<file path="config.mk">
export PLATFORM = sky130hd
export DESIGN_NAME = fetch_stage_flat
export DESIGN_NICKNAME = d
export VERILOG_FILES = /design/src/rtl/fetch_stage_if.sv /design/src/rtl/fetch_stage.sv /design/src/flat_wrapper.sv
export SDC_FILE = /design/constraint.sdc
export NUM_CORES = 1
export LEC_CHECK = 0
export CAP_MARGIN = 25
export CORE_ASPECT_RATIO = 0.7
export CORE_UTILIZATION = 41
export DETAILED_ROUTE_END_ITERATION = 8
export GPL_ROUTABILITY_DRIVEN = 0
export PLACE_DENSITY_LB_ADDON = 0.15
export REMOVE_ABC_BUFFERS = 1
export SLEW_MARGIN = 20
export SYNTH_ARGS = -nofsm -noshare
export SYNTH_HDL_FRONTEND = slang
export SYNTH_SLANG_ARGS = --single-unit
export TNS_END_PERCENT = 1
</file>
<file path="constraint.sdc">
create_clock -name clk -period 12.2 [get_ports clk]
set_input_delay 3.05 -clock clk [delete_from_list [all_inputs] [get_ports clk]]
set_output_delay 3.05 -clock clk [all_outputs]
set_load 0.02 [all_outputs]
</file>
<file path="src/rtl/fetch_stage_if.sv">
// Instruction-memory request/response bundle between the fetch stage and imem.
// One request at a time: req/addr out, gnt/rvalid/rdata back.
interface fetch_stage_if #(
    parameter int DATA_WIDTH = 32
) ();
    logic                  imem_req;
    logic [DATA_WIDTH-1:0] imem_addr;
    logic                  imem_gnt;
    logic                  imem_rvalid;
    logic [DATA_WIDTH-1:0] imem_rdata;

    modport master (
        output imem_req,
        output imem_addr,
        input  imem_gnt,
        input  imem_rvalid,
        input  imem_rdata
    );

    modport slave (
        input  imem_req,
        input  imem_addr,
        output imem_gnt,
        output imem_rvalid,
        output imem_rdata
    );
endinterface

</file>
<file path="src/rtl/fetch_stage.sv">
// RV32I instruction-fetch stage: PC register, single-outstanding imem handshake,
// one-entry skid buffer and the F/D pipeline register, with stale-response discard.
module fetch_stage #(
    parameter int                    DATA_WIDTH = 32,
    parameter logic [DATA_WIDTH-1:0] RESET_PC   = '0
) (
    input  logic                  clk,
    input  logic                  rst,
    input  logic [1:0]            PC_source_E,
    input  logic [DATA_WIDTH-1:0] ALU_result_E,
    input  logic                  stall_D,
    fetch_stage_if.master         imem,
    output logic [DATA_WIDTH-1:0] PC_F,
    output logic [DATA_WIDTH-1:0] instr_D,
    output logic [DATA_WIDTH-1:0] PC_D,
    output logic [DATA_WIDTH-1:0] PC_plus4_D,
    output logic                  valid_D
);

    localparam logic [DATA_WIDTH-1:0] NOP = DATA_WIDTH'(32'h0000_0013);

    typedef enum logic [1:0] {FETCH, WAIT, BUFFERED} state_t;

    state_t                state, state_nxt;
    logic                  drop, drop_nxt;
    logic [DATA_WIDTH-1:0] pc_nxt;
    logic [DATA_WIDTH-1:0] buf_instr, buf_pc;
    logic                  redirect, fd_free, fd_load, buf_load;
    logic [DATA_WIDTH-1:0] fd_instr, fd_pc;

    function automatic logic [DATA_WIDTH-1:0] pc_inc(input logic [DATA_WIDTH-1:0] pc);
        return pc + DATA_WIDTH'(4);
    endfunction

    function automatic logic [DATA_WIDTH-1:0] word_align(input logic [DATA_WIDTH-1:0] addr);
        return addr & ~DATA_WIDTH'(3);
    endfunction

    // 2'b11 is reserved and behaves as sequential fetch
    assign redirect = (PC_source_E == 2'b01) || (PC_source_E == 2'b10);
    assign fd_free  = !valid_D || !stall_D;

    assign imem.imem_req  = (state == FETCH) && !rst;
    assign imem.imem_addr = PC_F;

    always_comb begin
        state_nxt = state;
        drop_nxt  = drop;
        pc_nxt    = PC_F;
        fd_load   = 1'b0;
        buf_load  = 1'b0;
        fd_instr  = imem.imem_rdata;
        fd_pc     = PC_F;
        if (redirect) begin
            pc_nxt = word_align(ALU_result_E);
            // An accepted request with no response yet must have its response swallowed
            if ((state == WAIT && !imem.imem_rvalid) || (state == FETCH && imem.imem_gnt)) begin
                drop_nxt  = 1'b1;
                state_nxt = WAIT;
            end else begin
                drop_nxt  = 1'b0;
                state_nxt = FETCH;
            end
        end else begin
            case (state)
                FETCH: begin
                    if (imem.imem_gnt) state_nxt = WAIT;
                end
                WAIT: begin
                    if (imem.imem_rvalid) begin
                        state_nxt = FETCH;
                        if (drop) begin
                            drop_nxt = 1'b0;
                        end else begin
                            pc_nxt = pc_inc(PC_F);
                            if (fd_free) begin
                                fd_load = 1'b1;
                            end else begin
                                buf_load  = 1'b1;
                                state_nxt = BUFFERED;
                            end
                        end
                    end
                end
                BUFFERED: begin
                    if (!stall_D) begin
                        fd_load   = 1'b1;
                        fd_instr  = buf_instr;
                        fd_pc     = buf_pc;
                        state_nxt = FETCH;
                    end
                end
                default: state_nxt = FETCH;
            endcase
        end
    end

    always_ff @(posedge clk) begin
        if (rst) begin
            state <= FETCH;
            drop  <= 1'b0;
            PC_F  <= RESET_PC;
        end else begin
            state <= state_nxt;
            drop  <= drop_nxt;
            PC_F  <= pc_nxt;
        end
    end

    always_ff @(posedge clk) begin
        if (buf_load) begin
            buf_instr <= imem.imem_rdata;
            buf_pc    <= PC_F;
        end
    end

    // F/D register: a redirect squashes it even under stall
    always_ff @(posedge clk) begin
        if (rst || redirect) begin
            valid_D    <= 1'b0;
            instr_D    <= NOP;
            PC_D       <= '0;
            PC_plus4_D <= '0;
        end else if (fd_load) begin
            valid_D    <= 1'b1;
            instr_D    <= fd_instr;
            PC_D       <= fd_pc;
            PC_plus4_D <= pc_inc(fd_pc);
        end else if (!stall_D) begin
            valid_D    <= 1'b0;
        end
    end

endmodule

</file>
<file path="src/flat_wrapper.sv">
// flat-port wrapper written by rule: the top's interface ports become plain ports
module fetch_stage_flat 
#(
    parameter int                    DATA_WIDTH = 32,
    parameter logic [DATA_WIDTH-1:0] RESET_PC   = '0
)
  (clk, rst, PC_source_E, ALU_result_E, stall_D, PC_F, instr_D, PC_D, PC_plus4_D, valid_D, imem_imem_req, imem_imem_addr, imem_imem_gnt, imem_imem_rvalid, imem_imem_rdata);
  fetch_stage_if #(.DATA_WIDTH(DATA_WIDTH)) imem_i ();
  input  logic clk;
  input  logic rst;
  input  logic [1:0] PC_source_E;
  input  logic [DATA_WIDTH-1:0] ALU_result_E;
  input  logic stall_D;
  output logic [DATA_WIDTH-1:0] PC_F;
  output logic [DATA_WIDTH-1:0] instr_D;
  output logic [DATA_WIDTH-1:0] PC_D;
  output logic [DATA_WIDTH-1:0] PC_plus4_D;
  output logic valid_D;
  output wire logic [$bits(imem_i.imem_req)-1:0] imem_imem_req;
  output wire logic [$bits(imem_i.imem_addr)-1:0] imem_imem_addr;
  input wire logic [$bits(imem_i.imem_gnt)-1:0] imem_imem_gnt;
  input wire logic [$bits(imem_i.imem_rvalid)-1:0] imem_imem_rvalid;
  input wire logic [$bits(imem_i.imem_rdata)-1:0] imem_imem_rdata;
  assign imem_imem_req = imem_i.imem_req;
  assign imem_imem_addr = imem_i.imem_addr;
  assign imem_i.imem_gnt = imem_imem_gnt;
  assign imem_i.imem_rvalid = imem_imem_rvalid;
  assign imem_i.imem_rdata = imem_imem_rdata;
  fetch_stage #(.DATA_WIDTH(DATA_WIDTH), .RESET_PC(RESET_PC)) u_core (.clk(clk), .rst(rst), .PC_source_E(PC_source_E), .ALU_result_E(ALU_result_E), .stall_D(stall_D), .imem(imem_i), .PC_F(PC_F), .instr_D(instr_D), .PC_D(PC_D), .PC_plus4_D(PC_plus4_D), .valid_D(valid_D));
endmodule
</file>
==> Word-level counts from Yosys, hierarchy flattened <==
Index checks and enable logic that the tools add are counted.
W data, S select, Z words.
{ "totals": {"mem_bits_rw": 0, "romBits": 0, "ff_bits": 196, "mem_count": 0, "input_bits": 71, "output_inout_bits": 162, "latch_bits": 0} }
{ "classes": {"n_addsub": 2, "muxes": 35, "shift": 0, "n_div": 0, "n_mul": 0, "reduce_logical": 19, "order_cmp": 0, "n_bitwise": 1, "n_eq_ne": 9} }
{ "ops": {"columns": ["op", "count"], "rows": [
  ["$mux W32", 10],
  ["$add A32 B3 Y32 const B", 2],
  ["$mux W1", 17],
  ["$mux W2", 6],
  ["$ne A3 B2 Y1 const B", 3],
  ["$reduce_and A3 Y1", 3],
  ["$pmux W2 S3", 1],
  ["$eq A2 B1 Y1 const B", 2],
  ["$eq A2 B2 Y1 const B", 2],
  ["$logic_not A1 Y1", 4],
  ["$logic_or A1 B1 Y1", 4],
  ["$reduce_bool A2 Y1", 2],
  ["$logic_and A1 B1 Y1", 3],
  ["$logic_not A2 Y1", 1],
  ["$ne A2 B1 Y1 const B", 1],
  ["$ne A2 B2 Y1 const B", 1],
  ["$pmux W1 S2", 1],
  ["$reduce_and A2 Y1", 1],
  ["$reduce_or A2 Y1", 1],
  ["$not A1 Y1", 1]
]} }

==> Logic depth before layout (Yosys ltp) <==
Gate-level depths: netlist of the first run.
{ "logic_depth": {"ltp_word": 8, "mapped_depth": 15, "depth_no_buf": 13} }

==> Least setup slack after synthesis of the first run <==
OpenSTA, ideal clock, no wires.
{ "synth_path": {"path_kind": "in2reg", "from": "in PC_source_E[0]", "to": "reg u_core.buf_instr[0], enable pin", "cell_stages": 3, "slack_ps": 4004, "arrival_time_ps": 7637, "path_cell_list": "xor2_1 > buf_6 > nor3_1"} }
{ "synth_via": {"elab_chain_len": 3} }
{ "synth_lines": {"columns": ["item", "line", "rtl"], "rows": [
  ["from (decl)", "flat_wrapper.sv:11", "input logic [1:0] PC_source_E;"],
  ["$eq A2 B1 Y1 or $eq A2 B2 Y1 (tied branches)", "fetch_stage.sv:40", "assign redirect = (PC_source_E == 2'b01) || (PC_source_E == 2'b10);"],
  ["$logic_or A1 B1 Y1 *", "fetch_stage.sv:40", null],
  ["$mux W1 *", "fetch_stage.sv:54", "if (redirect) begin"],
  ["named net u_core.buf_load", "fetch_stage.sv:28", "logic redirect, fd_free, fd_load, buf_load;"],
  ["to (signal assigned)", "fetch_stage.sv:112", "buf_instr <= imem.imem_rdata;"],
  ["to (decl)", "fetch_stage.sv:27", "logic [DATA_WIDTH-1:0] buf_instr, buf_pc;"]
]} }
Mark *: on every way through the listed nets, which the timed path passes. The rest lies on a longest branch.
A chain may end at the register's enable or synchronous reset.

==> Worst setup path in the final report of the first run <==
{ "layout_path": {"from": "in rst", "to": "out imem_imem_req"} }
{ "layout_via": {"elab_chain_len": 2} }
{ "layout_lines": {"columns": ["item", "line", "rtl"], "rows": [
  ["from (decl)", "flat_wrapper.sv:10", "input logic rst;"],
  ["$logic_not A1 Y1", "fetch_stage.sv:43", "assign imem.imem_req = (state == FETCH) && !rst;"],
  ["$logic_and A1 B1 Y1", "fetch_stage.sv:43", null],
  ["to (decl)", "flat_wrapper.sv:19", "output wire logic [$bits(imem_i.imem_req)-1:0] imem_imem_req;"]
]} }
Every way passes these cells.

==> results of run 1 <==
==> cell usage in the layout (no fill, tap or decap), drive strengths merged, types with 15 or more instances in the layout <==
cell and instances:
clkdlybuf4s50 222, nand2 138, dfxtp 126, nor2 111, edfxtp 62, a211oi 48, a311oi 40, nand3 40
xnor2 28, o21ai 25, xor2 24, mux2i 23, nand4 20, clkbuf 18, a21oi 17, inv 15
==> cell type report <==
| class | count | area share [%] |
|---|---|---|
| clock buffer | 18 | 3.84 |
| clock inverter | 14 | 1.33 |
| tap | 276 | 3.02 |
| multi-input combinational | 628 | 32.9 |
| sequential | 188 | 38.3 |
| timing repair buffer | 235 | 20.3 |
| inverter | 8 | 0.263 |
==> per-stage QoR <==
stage	utilization (%)	cells	total power, mW
3_5_place_dp	52.3	1335	0.882
4_1_cts	55.1	1367	1.44
3_3_place_gp	52.3	1335	0.882
2_1_floorplan	-	824	0.786
6_report	55.1	1367	1.43
5_1_grt	55.1	1367	1.48
==> cells by family after synthesis <==
logic type               share of synthesized area [%]
XOR/XNOR                                          5.25
other                                           0.0432
multiplexers                                      2.83
AO/OA/AOI/OAI                                     14.2
buffers and inverters                             6.64
flip-flops                                        50.6
AND/OR/NAND/NOR                                   19.7
adder cells (fa/ha/maj)                          0.722
==> flip-flops by register name, summed over array words and instances, names as in the netlist <==
register / count
u_core.PC_F: 30
u_core.drop: 1
u_core.buf_pc: 30
u_core.PC_plus4_D: 30
u_core.instr_D: 32
u_core.state: 2
u_core.PC_D: 30
u_core.buf_instr: 32
u_core.valid_D: 1
==> routing by layer <==
metal	global-route usage, %	wire [um]	vias up
met5	0	0	-
met3	4.52	1720	18
met2	34.2	10800	279
met4	5.49	244	0
met1	33.4	11800	3453
li1	-	-	3594
==> worst max-delay path, delay by kind of cell <==
| family | cells | cell delay (ps) |
|---|---|---|
| buffers and inverters | 3 | 1380 |
| AND/OR/NAND/NOR | 1 | 90 |
==> power by group through the flow <==
| stage | combinational (mW) | sequential [mW] | clock (mW) |
|---|---|---|---|
| global placement | 0.181 | 0.701 | 0 |
| finish | 0.181 | 0.687 | 0.558 |
| detailed placement | 0.181 | 0.701 | 0 |
| global route | 0.196 | 0.691 | 0.594 |
| CTS | 0.182 | 0.687 | 0.569 |
| floorplan | 0.0656 | 0.720 | 0 |
==> path summary, 6_finish.rpt <==
kind                                   endpoint  slack (ps)
max                               imem_imem_req        4620
max reg2reg  u_core.PC_plus4_D[31]$_SDFFE_PP0P_        8420
min           u_core.PC_plus4_D[5]$_SDFFE_PP0P_         460
min reg2reg   u_core.PC_plus4_D[5]$_SDFFE_PP0P_         460
==> results.toml, run 1 <==
[job]
drv_cap = 0

[placement]
place_ws_ps = 4620
dp_hpwl_um = 16300
portBuffers = 222
postPlaceCellArea_sq_um = 10800

[floorplan]
die_w_um = 176
die_area_sq_um = 21700
row_count = 44
coreArea_sq_um = 20800
die_y_um = 124
pin_count = 233
start_util_pct = 41.8

[sta]
setup_tns_ps = 0
drv_slew = 0
clock.fmax_ghz = 0.132
setup_viol = 0
setup_ws_ps = 4620
rsz0062_at_grt = "false"
hold_viol = 0
holdWs_ps = 456
clock-skew-final_ps = 10.3
worst_slew_pin_slew_ps = 989
post-route-period-util_pct = 62.1
relSlewSlack_pct = 33.5
period_needed_ps = 7580

[routing]
drt_iter0_markers = 620
drc_errors = 0
postRouteWirelength_um = 24500
via_per_inst = 5.37
vias = 7344
dr.pass1.iters = 6
final_antenna_net_count = 0
wl_per_cell_um = 17.9

[global_routing]
grt_pass1_vias = 6707
grt_max_degree = 76
antenna_found_initial = 0
gr-usage-all-layers_pct = 22.8
grt_overflow_total = 0
grt_pass1_wl_um = 38300

[final_layout]
nets = 1154
seq_area_sq_um = 4380
layout-drive-gt1-share_pct = 5.50
design_area_sq_um = 11400
antennaDiodeCount = 0
multi_input_area_sq_um = 3770
filler_cell_count = 1906
synthToLayoutAreaGrowth_pct = 31.9

[setup_path]
critPathMaxStageDelay_ps = 550
crit_fanout = 34
worstReg2RegStart = "u_core.state[0]$_SDFFE_PP0P_"
startpoint = "rst"
path_cells = "clkdlybuf4s50_1 -> buf_4 -> nor2b_1 -> clkdlybuf4s50_1"
crit_required_ps = 9150
path_class = "in -> out"
arrival_ps = 4530
cp_common_cell = "clkdlybuf4s50_1"
critical-path-slowest-cell = "clkdlybuf4s50_1"
end_kind = "output pin"
start_kind = "input port"
reg2regPathDepth = 9

[pwr]
p_per_area_nw_per_um2 = 125
power.clock.fraction_pct = 39.1
p_sw_mw = 0.388
p_comb_share_pct = 12.7
leakagePower_nw = 3.70
p_int_mw = 1.04
seqPwrFrac_pct = 48.2
vdd_drop_max_mv = 0.0889
switching_share_pct = 27.2

[clock_tree]
cts_hold_buf = 0
clock_latency_ps = 430
cts_resized = 0
clock_sinks = 188
tritoncts = "built"
root_buffer = "clkbuf_16"
clkSlewWorstSetupHoldPaths_ps = 70
cts_setup_buffers = 0
htree_levels = 4
cts_buffers = 17
cts_buffer_depth = 2

[yosys]
synth_top_area_cell = "dfxtp_1"
syn_area_sq_um = 8670
ys_ff_latch = 188
synth_area_per_cell_sq_um = 9.47
yosysSeqAreaShare_pct = 50.6
ys_types = 60
synth_edf_count = 62
yosysMostFrequentCell = "nand2_1"
ys_warn_count = 0
synth_common_cells = "nand2_1 (138), dfxtp_1 (126), nor2_1 (110), edfxtp_1 (62), a211oi_1 (48)"
synth_ff_type = "dfxtp_1"
synthCells = 916
synthTopCellsByArea = "dfxtp_1 (29%), edfxtp_1 (21%), nand2_1 (6.0%)"
synth_top_area_share_pct = 29.1
ys_async_sr_fraction_pct = 0

[min_path]
whs_path_depth = 2
hold_path.class = "reg -> reg"
hp-start = "u_core.PC_plus4_D[5]$_SDFFE_PP0P_"

[run_status]
status = "complete, no violations"
Power figures use the tool's default switching activity.
==> run 2, diff against run 1 <==
==> constraint.sdc (replaced) <==
create_clock -name clk -period 7.2 [get_ports clk]
set_input_delay 1.8 -clock clk [delete_from_list [all_inputs] [get_ports clk]]
set_output_delay 1.8 -clock clk [all_outputs]
set_load 0.02 [all_outputs]
==> run 2 against run 1 <==
Compared with the run above: sequential power increased by 70%; cell count is essentially flat; worst setup slack lost 2500 ps; global-route usage about the same.
==> results.toml, run 2 (synthesis gave the netlist of run 1 again) <==
[run_status]
status = "complete, no violations"

[clock_tree]
clkSlewWorstSetupHoldPaths_ps = 70
cts_resized = 0
cts_buffers = 17
root_buffer = "clkbuf_16"
cts_setup_buffers = 0
clock_sinks = 188
cts_buffer_depth = 2
htree_levels = 4
cts_hold_buf = 0
clock_latency_ps = 430
tritoncts = "built"

[final_layout]
nets = 1155
utilization_pct = 55.3
layout.cells.non_filler = 1368
design_area_sq_um = 11500
mostFrequentLayoutCells = "clkdlybuf4s50_1 (222), nand2_1 (137), dfxtp_1 (126), nor2_1 (110), edfxtp_1 (62)"
antennaDiodeCount = 0
largestRegisters = "u_core.buf_instr x32, u_core.instr_D x32"
layout-drive-gt1-share_pct = 5.59
filler_cell_count = 1892
final_common_cell = "clkdlybuf4s50_1"
synthToLayoutAreaGrowth_pct = 32.3

[sta]
clock.fmax_ghz = 0.197
setup_ws_ps = 2120
hold_viol = 0
drv_slew = 0
setup_tns_ps = 0
period_needed_ps = 5080
clock-skew-final_ps = 8.22
setup_viol = 0
rsz0062_at_grt = "false"
post-route-period-util_pct = 70.5
relSlewSlack_pct = 31.8
worst_slew_pin_slew_ps = 1010
holdWs_ps = 457

[floorplan]
row_count = 44
pin_count = 233
die_w_um = 176
start_util_pct = 41.8
coreArea_sq_um = 20800
die_y_um = 124
die_area_sq_um = 21700

[setup_path]
crit_required_ps = 5400
crit_fanout = 34
arrival_ps = 3280
path_class = "in -> out"
end_kind = "output pin"
start_kind = "input port"

[min_path]
hold_path.class = "reg -> reg"

[placement]
postPlaceCellArea_sq_um = 10900
place_inst = 1336
portBuffers = 222
dp_hpwl_um = 16400
place_ws_ps = 2060

[global_routing]
grt_overflow_total = 0
grt_pass1_wl_um = 38100
grt_max_degree = 78
gr-usage-all-layers_pct = 22.8
antenna_found_initial = 0
grt_pass1_vias = 6813

[routing]
postRouteWirelength_um = 24900
via_per_inst = 5.43
wl_per_cell_um = 18.2
drc_errors = 0
final_antenna_net_count = 0
vias = 7430
dr.pass1.iters = 5
drt_iter0_markers = 637

[pwr]
leakagePower_nw = 3.73
p_total_mw = 2.46
vdd_drop_max_mv = 0.171
p_per_area_nw_per_um2 = 215

[job]
drv_cap = 0
==> run 2: changes by cell type in the layout (fill, tap and decap cells not counted), sizes merged <==
cell	before	now
clkinvlp	3	1
clkinv	3	4
buf	13	14
inv	15	14
clkbuf	18	19
bufinv	1	2
==> run 2: worst max-delay path, cell delays in order <==
cell and delay [ps]:
clkdlybuf4s50_1 450, buf_4 370, nor2b_1 90, clkdlybuf4s50_1 560
==> run 2: per-layer routing <==
metal	global-route usage, %	wire length, um
met1	33.6	12000
met4	6.52	289
met5	0	0
met3	4.24	1820
met2	33.7	10800
==> run 2: cell type report <==
cell class	instances	area [sq um]	area share, %
tap	276	345	3.01
clock inverter	13	150	1.31
timing repair buffer	236	2330	20.3
sequential	188	4380	38.2
multi-input combinational	628	3770	32.8
inverter	8	30.0	0.262
clock buffer	19	464	4.05
==> run 2: worst paths after layout <==
| path | startpoint | end | slack, ps | depth (start not counted) |
|---|---|---|---|---|
| max reg2reg | u_core.state[0]$_SDFFE_PP0P_ | u_core.PC_plus4_D[26]$_SDFFE_PP0P_ | 3800 | 12 |
| max | rst | imem_imem_req | 2120 | 4 |
| min reg2reg | u_core.PC_plus4_D[3]$_SDFFE_PP0P_ | u_core.PC_plus4_D[3]$_SDFFE_PP0P_ | 460 | 2 |
| min | u_core.PC_plus4_D[3]$_SDFFE_PP0P_ | u_core.PC_plus4_D[3]$_SDFFE_PP0P_ | 460 | 2 |
==> run 2: power by group <==
group          switching [mW]  internal (mW)  leakage, nW
registers              0.0479           1.12         1.59
logic                   0.166          0.142         1.84
clock network           0.438          0.550        0.302
==> run 3, diff against run 2 <==
==> constraint.sdc (replaced) <==
create_clock -name clk -period 5.3 [get_ports clk]
set_input_delay 1.325 -clock clk [delete_from_list [all_inputs] [get_ports clk]]
set_output_delay 1.325 -clock clk [all_outputs]
set_load 0.02 [all_outputs]
==> run 3 against run 2 <==
Compared with the run above: clock skew grew 1.8 ps; die area is the same; first-iteration DRC count shrank 3.0%; clock power grew 28%; sequential cell count is the same; count of clock-buffer cells in the layout shrank 2; global-route usage is essentially flat; power grew 33%.
==> results.toml, run 3 (synthesis gave the netlist of run 1 again) <==
[sta]
clock-skew-final_ps = 10.0
drv_slew = 0
hold_viol = 0
worst_slew_pin_slew_ps = 948
clock.fmax_ghz = 0.243
setup_tns_ps = 0
rsz0062_at_grt = "false"
holdWs_ps = 455
setup_ws_ps = 1190
relSlewSlack_pct = 36.8
setup_viol = 0
post-route-period-util_pct = 77.5
period_needed_ps = 4110

[placement]
portBuffers = 222
dp_hpwl_um = 16900
place_ws_ps = 782

[setup_path]
reg2reg_to = "u_core.PC_plus4_D[26]$_SDFFE_PP0P_"
end_kind = "register"
critical-path-slowest-cell = "o32ai_4"
crit_fanout = 10
startpoint = "PC_source_E[0]"
crit_end = "u_core.PC_plus4_D[26]$_SDFFE_PP0P_"
arrival_ps = 4480
cp_common_cell = "nand2_1"
path_delay_family = "simple AND/OR/NAND/NOR gates"
crit_cells = 11
r2r_setup_slack_ps = 2150
reg2regPathDepth = 12
worstReg2RegStart = "u_core.state[0]$_SDFFE_PP0P_"
crit_required_ps = 5670
critPathMaxStageDelay_ps = 560
path_cells = "clkdlybuf4s50_1 -> xor2_1 -> nor2_4 -> mux2i_1 -> inv_1 -> ha_1 -> nand2_1 -> o32ai_4 -> nand2_1 -> or4_1 -> nand3_1"
crit_buf_inv = 2
start_kind = "input port"
path_class = "in -> reg"

[pwr]
leakagePower_nw = 3.72
vdd_drop_max_mv = 0.217
p_sw_mw = 0.898
seqPwrFrac_pct = 48.3
p_total_mw = 3.27
p_int_mw = 2.38
switching_share_pct = 27.4
p_per_area_nw_per_um2 = 285
power.clock.fraction_pct = 38.8
p_comb_share_pct = 12.9

[clock_tree]
cts_buffers = 17
cts_hold_buf = 0
root_buffer = "clkbuf_16"
tritoncts = "built"
cts_resized = 0
clock_sinks = 188
clock_latency_ps = 430
clkSlewWorstSetupHoldPaths_ps = 70
htree_levels = 4
cts_buffer_depth = 2
cts_setup_buffers = 0

[final_layout]
synthToLayoutAreaGrowth_pct = 32.5
largestRegisters = "u_core.buf_instr x32, u_core.instr_D x32"
seq_area_sq_um = 4380
nets = 1160
layout-drive-gt1-share_pct = 6.11
multi_input_area_sq_um = 3770
utilization_pct = 55.4
antennaDiodeCount = 0
final_common_cell = "clkdlybuf4s50_1"
filler_cell_count = 1912
mostFrequentLayoutCells = "clkdlybuf4s50_1 (222), nand2_1 (137), dfxtp_1 (126), nor2_1 (110), edfxtp_1 (62)"

[min_path]
hold_path.class = "reg -> reg"
whs_path_depth = 2

[floorplan]
pin_count = 233
die_area_sq_um = 21700
row_count = 44
die_y_um = 124
die_w_um = 176
coreArea_sq_um = 20800
start_util_pct = 41.8

[routing]
via_per_inst = 5.42
dr.pass1.iters = 5
drt_iter0_markers = 618
drc_errors = 0
wl_per_cell_um = 18.1
postRouteWirelength_um = 24800
final_antenna_net_count = 0
vias = 7440

[global_routing]
grt_pass1_wl_um = 37800
grt_max_degree = 71
grt_overflow_total = 0
grt_pass1_vias = 6716
gr-usage-all-layers_pct = 22.7
antenna_found_initial = 0

[job]
drv_cap = 0

[run_status]
status = "complete, no violations"
==> run 3: changes by cell type in the layout (fill, tap and decap cells not counted) <==
cell and delta:
buf_4 +4, clkinvlp_4 +4, clkinv_4 -2, buf_12 +1, bufinv_16 -1, clkbuf_16 -1, clkbuf_8 -1, clkinv_2 -1
clkinv_8 +1, inv_6 +1, nor4_1 -1, nor4_2 +1
==> run 3: how the worst min path moves through the flow <==
stage                                    endpoint                                from  slack, ps
2_1_floorplan        u_core.state[1]$_SDFFE_PP0P_        u_core.state[1]$_SDFFE_PP0P_        450
3_3_place_gp   u_core.PC_plus4_D[24]$_SDFFE_PP0P_  u_core.PC_plus4_D[24]$_SDFFE_PP0P_        440
3_5_place_dp   u_core.PC_plus4_D[30]$_SDFFE_PP0P_  u_core.PC_plus4_D[30]$_SDFFE_PP0P_        450
4_1_cts        u_core.PC_plus4_D[30]$_SDFFE_PP0P_  u_core.PC_plus4_D[30]$_SDFFE_PP0P_        460
5_1_grt         u_core.PC_plus4_D[3]$_SDFFE_PP0P_   u_core.PC_plus4_D[3]$_SDFFE_PP0P_        480
6_report       u_core.PC_plus4_D[16]$_SDFFE_PP0P_  u_core.PC_plus4_D[16]$_SDFFE_PP0P_        460
==> run 3: power groups by stage <==
| stage | clock (mW) | combinational [mW] | sequential [mW] |
|---|---|---|---|
| finish | 1.27 | 0.422 | 1.58 |
| global route | 1.35 | 0.455 | 1.59 |
| CTS | 1.29 | 0.423 | 1.58 |
| detailed placement | 0 | 0.420 | 1.61 |
| global placement | 0 | 0.418 | 1.61 |
| floorplan | 0 | 0.151 | 1.66 |
==> run 3: metal layers <==
layer,global-route usage [%],wire [um]
met5,0,0
met4,6.74,321
met3,5.28,1710
met2,33.0,10700
met1,33.4,12100
==> run 3: worst reg2reg max path, cell delays in order, from the launching register on <==
cell,delay [ps]
dfxtp_1,330
inv_1,80
ha_1,180
nand2b_1,110
nor2_4,290
mux2i_1,190
inv_1,90
ha_1,300
nand2_1,200
o32ai_4,560
nand2_1,150
or4_1,520
nand3_1,90
==> run 3: layout make-up <==
| cell class | instances | area share, % |
|---|---|---|
| flip-flops and latches | 188 | 38.2 |
| inverters | 8 | 0.261 |
| clock buffers | 17 | 3.70 |
| multi-input cells | 628 | 32.8 |
| well taps | 276 | 3.01 |
| repair buffers | 241 | 20.7 |
| clock inverters | 15 | 1.33 |
==> run 3: through the flow <==
step	cell area, sq um	cells
global route	11500	1373
CTS	11500	1373
floorplan	8150	824
global placement	10900	1341
detailed placement	10900	1341
finish	11500	1373
